**config.mk**
```make
export PLATFORM = sky130hd
export DESIGN_NAME = router_ctrl_flat
export DESIGN_NICKNAME = d
export VERILOG_FILES = /design/src/rtl/router_ctrl_if.sv /design/src/rtl/router_ctrl.sv /design/src/flat_wrapper.sv
export SDC_FILE = /design/constraint.sdc
export NUM_CORES = 1
export LEC_CHECK = 0
export CORE_MARGIN = 4
export CORE_UTILIZATION = 24
export CTS_BUF_LIST = sky130_fd_sc_hd__clkbuf_16
export DETAILED_ROUTE_END_ITERATION = 8
export HOLD_SLACK_MARGIN = 0.06
export PLACE_DENSITY = 0.47
export SLEW_MARGIN = 20
export SYNTH_ARGS = -nofsm -noshare
export SYNTH_HDL_FRONTEND = slang
export SYNTH_SLANG_ARGS = --single-unit
```
**constraint.sdc**
```tcl
create_clock -name clk -period 3.3 [get_ports clk]
set_input_delay 0.66 -clock clk [delete_from_list [all_inputs] [get_ports clk]]
set_output_delay 0.66 -clock clk [all_outputs]
set_load 0.02 [all_outputs]
```
**src/rtl/router_ctrl_if.sv**
```systemverilog
// Bundles the router controller's packet/FIFO handshake signals.
// The master modport belongs to the packet source/FIFO side, the slave modport to router_ctrl.
interface router_ctrl_if;
    logic       pkt_valid;
    logic [1:0] addr_in;
    logic [2:0] full;
    logic [2:0] empty;
    logic [2:0] read_enb;
    logic       parity_done;
    logic       low_pkt_valid;

    logic [2:0] write_enb;
    logic [2:0] soft_reset;
    logic [2:0] vld_out;
    logic       fifo_full;
    logic       busy;
    logic       detect_add;
    logic       lfd_state;
    logic       ld_state;
    logic       laf_state;
    logic       full_state;
    logic       write_enb_reg;
    logic       rst_int_reg;

    modport master (
        output pkt_valid, addr_in, full, empty, read_enb, parity_done, low_pkt_valid,
        input  write_enb, soft_reset, vld_out, fifo_full, busy, detect_add,
               lfd_state, ld_state, laf_state, full_state, write_enb_reg, rst_int_reg
    );

    modport slave (
        input  pkt_valid, addr_in, full, empty, read_enb, parity_done, low_pkt_valid,
        output write_enb, soft_reset, vld_out, fifo_full, busy, detect_add,
               lfd_state, ld_state, laf_state, full_state, write_enb_reg, rst_int_reg
    );
endinterface

```
**src/rtl/router_ctrl.sv**
```systemverilog
// Router control FSM: steers one packet at a time into one of three output FIFOs and
// flushes any FIFO whose data has gone unread for SOFT_RST_CYCLES consecutive cycles.
module router_ctrl #(
    parameter int SOFT_RST_CYCLES = 30
) (
    input logic          clk,
    input logic          resetn,
    router_ctrl_if.slave bus
);

    typedef enum logic [2:0] {
        DECODE_ADDRESS,
        LOAD_FIRST_DATA,
        LOAD_DATA,
        LOAD_PARITY,
        FIFO_FULL_STATE,
        LOAD_AFTER_FULL,
        WAIT_TILL_EMPTY,
        CHECK_PARITY_ERROR
    } state_e;

    localparam logic [4:0] TIMER_LAST = 5'(SOFT_RST_CYCLES - 1);

    state_e     state_q, state_d;
    logic [1:0] addr_q, addr_d;
    logic [4:0] timer_q [3];
    logic [2:0] soft_reset_q;
    logic [2:0] vld_w;
    logic       fifo_full_w;

    assign vld_w       = ~bus.empty;
    assign fifo_full_w = bus.full[addr_q];

    always_ff @(posedge clk or negedge resetn) begin
        if (!resetn) begin
            state_q <= DECODE_ADDRESS;
            addr_q  <= 2'd0;
        end else begin
            state_q <= state_d;
            addr_q  <= addr_d;
        end
    end

    always_comb begin
        state_d = state_q;
        addr_d  = addr_q;
        case (state_q)
            DECODE_ADDRESS: begin
                if (bus.pkt_valid && (bus.addr_in != 2'd3)) begin
                    addr_d  = bus.addr_in;
                    state_d = bus.empty[bus.addr_in] ? LOAD_FIRST_DATA : WAIT_TILL_EMPTY;
                end
            end
            LOAD_FIRST_DATA: state_d = LOAD_DATA;
            LOAD_DATA: begin
                if (fifo_full_w)         state_d = FIFO_FULL_STATE;
                else if (!bus.pkt_valid) state_d = LOAD_PARITY;
            end
            LOAD_PARITY: state_d = CHECK_PARITY_ERROR;
            CHECK_PARITY_ERROR: state_d = fifo_full_w ? FIFO_FULL_STATE : DECODE_ADDRESS;
            FIFO_FULL_STATE: begin
                if (!fifo_full_w) state_d = LOAD_AFTER_FULL;
            end
            LOAD_AFTER_FULL: begin
                if (bus.parity_done)        state_d = DECODE_ADDRESS;
                else if (bus.low_pkt_valid) state_d = LOAD_PARITY;
                else                        state_d = LOAD_DATA;
            end
            WAIT_TILL_EMPTY: begin
                if (bus.empty[addr_q]) state_d = LOAD_FIRST_DATA;
            end
            default: state_d = DECODE_ADDRESS;
        endcase
        // A flush of the FIFO we are feeding abandons the packet in progress.
        if ((state_q != DECODE_ADDRESS) && soft_reset_q[addr_q]) begin
            state_d = DECODE_ADDRESS;
        end
    end

    always_comb begin
        bus.detect_add    = 1'b0;
        bus.lfd_state     = 1'b0;
        bus.ld_state      = 1'b0;
        bus.laf_state     = 1'b0;
        bus.full_state    = 1'b0;
        bus.rst_int_reg   = 1'b0;
        bus.write_enb_reg = 1'b0;
        bus.busy          = 1'b1;
        case (state_q)
            DECODE_ADDRESS: begin
                bus.detect_add = 1'b1;
                bus.busy       = 1'b0;
            end
            LOAD_FIRST_DATA: begin
                bus.lfd_state     = 1'b1;
                bus.write_enb_reg = 1'b1;
            end
            LOAD_DATA: begin
                bus.ld_state      = 1'b1;
                bus.write_enb_reg = 1'b1;
                bus.busy          = 1'b0;
            end
            LOAD_PARITY:        bus.write_enb_reg = 1'b1;
            FIFO_FULL_STATE:    bus.full_state    = 1'b1;
            LOAD_AFTER_FULL: begin
                bus.laf_state     = 1'b1;
                bus.write_enb_reg = 1'b1;
            end
            CHECK_PARITY_ERROR: bus.rst_int_reg   = 1'b1;
            default: ;
        endcase
        bus.write_enb  = bus.write_enb_reg ? (3'b001 << addr_q) : 3'b000;
        bus.fifo_full  = fifo_full_w;
        bus.vld_out    = vld_w;
        bus.soft_reset = soft_reset_q;
    end

    // Each timer counts consecutive cycles of unread data; the flush pulse follows the last one.
    always_ff @(posedge clk or negedge resetn) begin
        if (!resetn) begin
            soft_reset_q <= 3'b000;
            for (int n = 0; n < 3; n++) begin
                timer_q[n] <= 5'd0;
            end
        end else begin
            for (int n = 0; n < 3; n++) begin
                if (vld_w[n] && !bus.read_enb[n]) begin
                    if (timer_q[n] == TIMER_LAST) begin
                        timer_q[n]      <= 5'd0;
                        soft_reset_q[n] <= 1'b1;
                    end else begin
                        timer_q[n]      <= timer_q[n] + 5'd1;
                        soft_reset_q[n] <= 1'b0;
                    end
                end else begin
                    timer_q[n]      <= 5'd0;
                    soft_reset_q[n] <= 1'b0;
                end
            end
        end
    end

endmodule

```
**src/flat_wrapper.sv**
```systemverilog
// flat-port wrapper written by rule: the top's interface ports become plain ports
module router_ctrl_flat 
#(
    parameter int SOFT_RST_CYCLES = 30
)
  (clk, resetn, bus_pkt_valid, bus_addr_in, bus_full, bus_empty, bus_read_enb, bus_parity_done, bus_low_pkt_valid, bus_write_enb, bus_soft_reset, bus_vld_out, bus_fifo_full, bus_busy, bus_detect_add, bus_lfd_state, bus_ld_state, bus_laf_state, bus_full_state, bus_write_enb_reg, bus_rst_int_reg);
  router_ctrl_if bus_i ();
  input logic clk;
  input logic resetn;
  input wire logic [$bits(bus_i.pkt_valid)-1:0] bus_pkt_valid;
  input wire logic [$bits(bus_i.addr_in)-1:0] bus_addr_in;
  input wire logic [$bits(bus_i.full)-1:0] bus_full;
  input wire logic [$bits(bus_i.empty)-1:0] bus_empty;
  input wire logic [$bits(bus_i.read_enb)-1:0] bus_read_enb;
  input wire logic [$bits(bus_i.parity_done)-1:0] bus_parity_done;
  input wire logic [$bits(bus_i.low_pkt_valid)-1:0] bus_low_pkt_valid;
  output wire logic [$bits(bus_i.write_enb)-1:0] bus_write_enb;
  output wire logic [$bits(bus_i.soft_reset)-1:0] bus_soft_reset;
  output wire logic [$bits(bus_i.vld_out)-1:0] bus_vld_out;
  output wire logic [$bits(bus_i.fifo_full)-1:0] bus_fifo_full;
  output wire logic [$bits(bus_i.busy)-1:0] bus_busy;
  output wire logic [$bits(bus_i.detect_add)-1:0] bus_detect_add;
  output wire logic [$bits(bus_i.lfd_state)-1:0] bus_lfd_state;
  output wire logic [$bits(bus_i.ld_state)-1:0] bus_ld_state;
  output wire logic [$bits(bus_i.laf_state)-1:0] bus_laf_state;
  output wire logic [$bits(bus_i.full_state)-1:0] bus_full_state;
  output wire logic [$bits(bus_i.write_enb_reg)-1:0] bus_write_enb_reg;
  output wire logic [$bits(bus_i.rst_int_reg)-1:0] bus_rst_int_reg;
  assign bus_i.pkt_valid = bus_pkt_valid;
  assign bus_i.addr_in = bus_addr_in;
  assign bus_i.full = bus_full;
  assign bus_i.empty = bus_empty;
  assign bus_i.read_enb = bus_read_enb;
  assign bus_i.parity_done = bus_parity_done;
  assign bus_i.low_pkt_valid = bus_low_pkt_valid;
  assign bus_write_enb = bus_i.write_enb;
  assign bus_soft_reset = bus_i.soft_reset;
  assign bus_vld_out = bus_i.vld_out;
  assign bus_fifo_full = bus_i.fifo_full;
  assign bus_busy = bus_i.busy;
  assign bus_detect_add = bus_i.detect_add;
  assign bus_lfd_state = bus_i.lfd_state;
  assign bus_ld_state = bus_i.ld_state;
  assign bus_laf_state = bus_i.laf_state;
  assign bus_full_state = bus_i.full_state;
  assign bus_write_enb_reg = bus_i.write_enb_reg;
  assign bus_rst_int_reg = bus_i.rst_int_reg;
  router_ctrl #(.SOFT_RST_CYCLES(SOFT_RST_CYCLES)) u_core (.clk(clk), .resetn(resetn), .bus(bus_i));
endmodule
```
# [After elaboration in Yosys (flattened, before gate mapping)]
# Cells that the tools add are included.
[op_classes] mul=0 eq_ne=15 n_mux=40 shifts=1 n_lt_le_gt_ge=2 div_mod_pow=0 addsub=3 reduce_logical=14 bitwise=1
[op_table] operator="$mux 3" n=10
[op_table] operator="$mux 5" n=6
[op_table] operator="$pmux 3 s8" n=1
[op_table] operator="$mux 1" n=19
[op_table] operator="$add 5x1->5 const B" n=3
[op_table] operator="$eq 5x5->1 const B" n=3
[op_table] operator="$eq 3x3->1 const B" n=4
[op_table] operator="$bmux 1 s2" n=4
[op_table] operator="$eq 3x2->1 const B" n=2
[op_table] operator="$lt 2x3->1 const B" n=2
[op_table] operator="$ne 3x1->1 const B" n=2
[op_table] operator="$logic_and 1x1->1" n=5
[op_table] operator="$ne 4x2->1 const B" n=1
[op_table] operator="$reduce_and 4->1" n=1
[op_table] operator="$reduce_or 4->1" n=1
[op_table] operator="$eq 3x1->1 const B" n=1
[op_table] operator="$logic_not 1->1" n=3
[op_table] operator="$logic_not 3->1" n=1
[op_table] operator="$ne 3x3->1 const B" n=1
[op_table] operator="$not 3->3" n=1
[op_table] operator="$reduce_bool 3->1" n=1
[op_table] operator="$shl 1x2->3 const A" n=1
[op_table] operator="$ne 2x2->1 const B" n=1
[op_table] operator="$reduce_and 2->1" n=1
[op_table] operator="$reduce_or 2->1" n=1
[word_totals] latchBits=0 rom_bits=0 register_bits=23 inputBits=16 memories=0 mem_bits_rw=0

# [Longest topological paths before layout]
# Gate-level depths: netlist of run 1.
[depth] depth_word=6 mapped_depth=6 mapped_depth_nobuf=5

# [Worst setup path before layout of run 1]
# No wires, ideal clock.
[synth_path] path_kind="register to register" startpoint="reg u_core.state_q[0]" endpoint="reg u_core.state_q[1]" stages_incl_launch_ff=7 arrival_time_ns=1.868 path_slack_ns=1.328 n_path_buf=1 cell_sequence="dfrtp_1 > clkbuf_1 > nor3b_1 > o21ai_0 > o211ai_1 > a21oi_1 > a221oi_1"
[synth_via] elab_chain_len=4 elab_cells_between_ends=17 classes_between="11 x eq/ne; 2 x mux; 4 x reduce/logical"
[synth_lines] element="from (decl)" line="router_ctrl.sv:24" source="state_e state_q, state_d;"
[synth_lines] element="from (signal assigned)" line="router_ctrl.sv:39" source="state_q <= state_d;"
[synth_lines] element="$reduce_bool 3->1" line="router_ctrl.sv:75" source="if ((state_q != DECODE_ADDRESS) && soft_reset_q[addr_q]) begin"
[synth_lines] element="$logic_and 1x1->1" line="router_ctrl.sv:75"
[synth_lines] element="$ne 4x2->1 (no source line), or another cell as far along"
[synth_lines] element="$reduce_and 4->1 (no source line)"
# Several ways; a longest one is shown, not always the timed one.
# A chain may end at the register's enable or synchronous reset.

# [Worst setup path after layout of run 1]
[layout_path] startpoint="in bus_full[0]" endpoint="out bus_fifo_full"
[layout_via] elab_chain_len=2
[layout_lines] element="from (decl)" line="flat_wrapper.sv:12" source="input wire logic [$bits(bus_i.full)-1:0] bus_full;"
[layout_lines] element="$bmux 1 s2" line="router_ctrl.sv:32" source="assign fifo_full_w = bus.full[addr_q];"
[layout_lines] element="$mux 1 (not written as such)" line="router_ctrl.sv:32"
[layout_lines] element="to (decl)" line="flat_wrapper.sv:20" source="output wire logic [$bits(bus_i.fifo_full)-1:0] bus_fifo_full;"
# No other way between the ends. The select of a mux whose other input is x is not followed.

==> results of run 1 <==
==> final cells by class <==
cell class                 count  area (µm²)  share of cell area, %
multi-input combinational    104         668                   37.3
sequential                    23         576                   32.1
timing repair buffer          34         338                   18.8
tap                           70        87.6                   4.88
clock buffer                   3        75.1                   4.19
inverter                      12        45.0                   2.51
clock inverter                 1        3.75                  0.209
==> worst paths after layout <==
path,end,slack (ns)
max,bus_fifo_full,0.46
min,u_core.timer_q[0],0.49
max reg2reg,u_core.state_q[2],1.40
min reg2reg,u_core.timer_q[0],0.49
max in group asynchronous,u_core.state_q[2],2.32
min in group asynchronous,u_core.timer_q[9],0.75
==> state kept, by name, summed over array words and instances (netlist names) <==
register and flops:
u_core.addr_q 2, u_core.timer_q 15, u_core.state_q 3, u_core.bus.soft_reset 3
==> power by group <==
group	internal [mW]	leakage [nW]	total (mW)	switching, mW
clock network	0.161	0.0423	0.254	0.0926
registers	0.319	0.308	0.408	0.0890
logic	0.284	0.418	0.584	0.300
==> metal layers <==
metal	vias up	wire length, µm
met5	-	0
met3	6	229
met2	39	1340
li1	558	-
met4	0	46
met1	495	1480
==> cells by family (layout without fill, tap and decap cells) <==
group / after synthesis / in the layout / synth area share [%]
flip-flops: 23 / 23 / 43.7
multiplexers: 7 / 7 / 6.27
AND/OR/NAND/NOR: 60 / 60 / 21.3
buffers and inverters: 17 / 50 / 5.60
AO/OA/AOI/OAI: 21 / 21 / 10.6
XOR/XNOR: 9 / 9 / 5.98
adder cells (fa/ha/maj): 7 / 7 / 6.55
==> worst max-delay path, stage by stage <==
cell	delay (ns)
sky130_fd_sc_hd__clkdlybuf4s50_1	0.40
sky130_fd_sc_hd__mux2_4	0.28
sky130_fd_sc_hd__mux2_4	0.30
sky130_fd_sc_hd__clkdlybuf4s50_1	0.54
==> stage by stage <==
stage          instance area (µm²)  total power [mW]  setup slack [ns]
5_1_grt                       1790              1.33             0.423
3_3_place_gp                  1710              1.00             0.462
6_report                      1790              1.25             0.457
2_1_floorplan                 1320             0.781              1.33
3_5_place_dp                  1710             0.998             0.459
4_1_cts                       1790              1.26             0.453
==> layout by cell type (no fill, tap or decap), types with 2 or more instances in the layout <==
master                            count
sky130_fd_sc_hd__clkdlybuf4s50_1     33
sky130_fd_sc_hd__nor2_1              26
sky130_fd_sc_hd__dfrtp_1             23
sky130_fd_sc_hd__inv_1               13
sky130_fd_sc_hd__nor3_1               8
sky130_fd_sc_hd__nand2_1              8
sky130_fd_sc_hd__o21ai_0              7
sky130_fd_sc_hd__nand3_1              6
sky130_fd_sc_hd__xor2_1               6
sky130_fd_sc_hd__ha_1                 6
sky130_fd_sc_hd__nand4_1              3
sky130_fd_sc_hd__xnor2_1              3
sky130_fd_sc_hd__mux2i_1              3
sky130_fd_sc_hd__nand3b_1             3
sky130_fd_sc_hd__a21oi_1              3
sky130_fd_sc_hd__clkbuf_16            3
sky130_fd_sc_hd__nor3b_1              2
sky130_fd_sc_hd__mux2_4               2
sky130_fd_sc_hd__mux2_2               2
==> reports/results.txt, run 1 <==
The total congestion overflow was 0; the maximum fanout along the worst path was 6. The commonest cells after synthesis are 26 x sky130_fd_sc_hd__nor2_1, 23 x sky130_fd_sc_hd__dfrtp_1, 12 x sky130_fd_sc_hd__inv_1, 8 x sky130_fd_sc_hd__nand2_1, 8 x sky130_fd_sc_hd__nor3_1. STA classifies the critical path endpoint as an output port. The clock reaches the later pin of the worst-skew pair after 0.25 ns. The run gives 0.00307 ns as the final clock skew. Counting distinct cell types in the post-synthesis netlist gives 37.

Routability-driven placement finished with a final weighted congestion of 0.820. The critical path data arrival time came out at 2.18 ns. The cell count of the worst reg-to-reg path was 5. The run gives 26 as the site row count. The number of register bits inferred by synthesis works out to 23.

The first detailed-routing pass ran for 4 iterations. The net count after synthesis came out at 166. Of the post-synthesis cell area, the dominant cell type holds 43.7%. The run gives 43.7% as the register area share after synthesis. The count of nets after finishing is 200, and the fraction of registers with async set or reset after synthesis is 100%. The die is 82.1 µm wide.

In the synthesized netlist the dominant register cell turns out to be sky130_fd_sc_hd__dfrtp_1. Derived from the worst setup path, the maximum achievable clock frequency is 352 MHz. Source of the critical timing path: bus_full[0]. After detailed routing, the number of remaining DRC violations is 0. In this run the critical register-to-register path is launched from u_core.addr_q[0]. For the final wirelength, the log shows 3.09 mm. Most instantiated library cell after synthesis: sky130_fd_sc_hd__nor2_1.

Of the cells placed in the final design, the portion with a size suffix greater than 1 is 5.08%. After clock tree synthesis, the flow added hold-fix buffers numbering 0. Global-route track usage on met2: 15.8%. For the overall fraction of global-route tracks in use, the log shows 9.88%.

Headroom to the max-slew limit came out at 66.4%. The number of enable-type register cells in the synthesized netlist is 0, and the final core area utilization is 34.4%. Counting I/O delays and the setup requirement, the final critical path takes 2.84 ns. In this run the static leakage power is 0.768 nW. The run gives 0 as the number of antenna violations at the first check in global routing.

Once the floorplan was initialized, standard cells occupied 25.3% of the core. The count of instances resized after the clock tree is built came out at 0. The number of instances on the worst hold path was 1. For the count of antenna diodes in the layout, the log shows 0. The met3 track demand over resource in global routing is 2.28%, and the post-synthesis cell area is 0.00132 mm². Max-slew violation total from the final report: 0.

For this design, the sink count on the clock tree is 23. The logs give 0 for the buffer count from post-CTS setup fixing and 2.64 ns for the data required time at the worst endpoint. The tools report the depth of the CTS H-tree as 1.

For the post-route non-filler standard cell count, the log shows 247. Startpoint of the most critical hold path: u_core.timer_q[0]. The via count of the first global-routing pass came out at 1158. No sink is reached through more buffers than the 2 on the longest clock path. Kind of critical path: in -> out.

Setup repair after global routing left no endpoint under its margin. The CTS clock-pin slew for the worst setup and hold paths was 0.06 ns. TritonCTS built the clock tree. The flow ran to the end, and the final reports show no timing, DRC or antenna violations. Violation count after the first detailed-route iteration: 141. The busiest layer in global routing was met2.

The class of the tightest hold or removal check is reg -> reg. The run gives 0 as the number of warnings issued by yosys. Type of origin of the critical path: a primary input. At the pin with the least slew margin, the transition time is 0.499 ns.

The average vias per placed instance is 4.45. The total of endpoints with negative setup slack in the final report is 0. The worst hold slack after final layout is 0.493 ns.

The post-synthesis cell count came out at 144. The per-cell routed wire length works out to 12.5 µm. For the total die area, the log shows 0.00674 mm². In the finished design, the share of the clock period the worst path needs comes to 86.2%.

Summed over all failing endpoints, the final setup total negative slack is 0 ns. The synthesized design spends more area on one cell type than any other, namely sky130_fd_sc_hd__dfrtp_1. Input and output buffers added on the ports amount to 33. The CTS buffer count is 3. The HPWL after detailed placement is 2.46 mm. Fill cells in the final layout number 543. In this run the clock root is driven by a sky130_fd_sc_hd__clkbuf_16.

For this run, global-route usage on met1 was measured as 12.7%. The worst voltage drop across the vdd grid came out at 0.236 mV. Largest net degree at the start of global routing: 24. Sorting the synthesized cells by area gives the leading types as sky130_fd_sc_hd__dfrtp_1 44%, sky130_fd_sc_hd__nor2_1 7.4%, sky130_fd_sc_hd__ha_1 5.7%, sky130_fd_sc_hd__xor2_1 4.0%, sky130_fd_sc_hd__inv_1 3.4%. In this run the power density over the cells is 695 mW/mm². The total number of vias is 1098, and the mean instance size in the synthesized netlist is 9.15 µm². The first global-routing pass estimated 5.13 mm of wire. The number of failing hold endpoints at the final stage is 0. The region available for standard cell placement spans 0.00520 mm². During I/O placement, the number of pins put on the boundary was 34.

Relative to the synthesized area, the layout overhead comes to 36.1%. Once detail routing completed, the nets flagged for antenna violations numbered 0. Max-cap violations in this run came to 0. In this run, placement finished with an instance count of 243. The height of the die works out to 82.1 µm.
Power figures use the tool's default switching activity.
==> inputs of run 2 (changes only) <==
--- a/config.mk
+++ b/config.mk
@@ -15,3 +15,4 @@
 export SYNTH_ARGS = -nofsm -noshare
 export SYNTH_HDL_FRONTEND = slang
 export SYNTH_SLANG_ARGS = --single-unit
+export TNS_END_PERCENT = 100
==> results of run 2 <==
No change in the layout: final DEF, timing and power equal those of run 1.
==> inputs of run 3 (changes only) <==
--- a/config.mk
+++ b/config.mk
@@ -11,7 +11,7 @@
 export DETAILED_ROUTE_END_ITERATION = 8
 export HOLD_SLACK_MARGIN = 0.06
 export PLACE_DENSITY = 0.47
-export SLEW_MARGIN = 20
+export SLEW_MARGIN = 15
 export SYNTH_ARGS = -nofsm -noshare
 export SYNTH_HDL_FRONTEND = slang
 export SYNTH_SLANG_ARGS = --single-unit
==> results of run 3 <==
No change in the layout: final DEF, timing and power equal those of run 1.
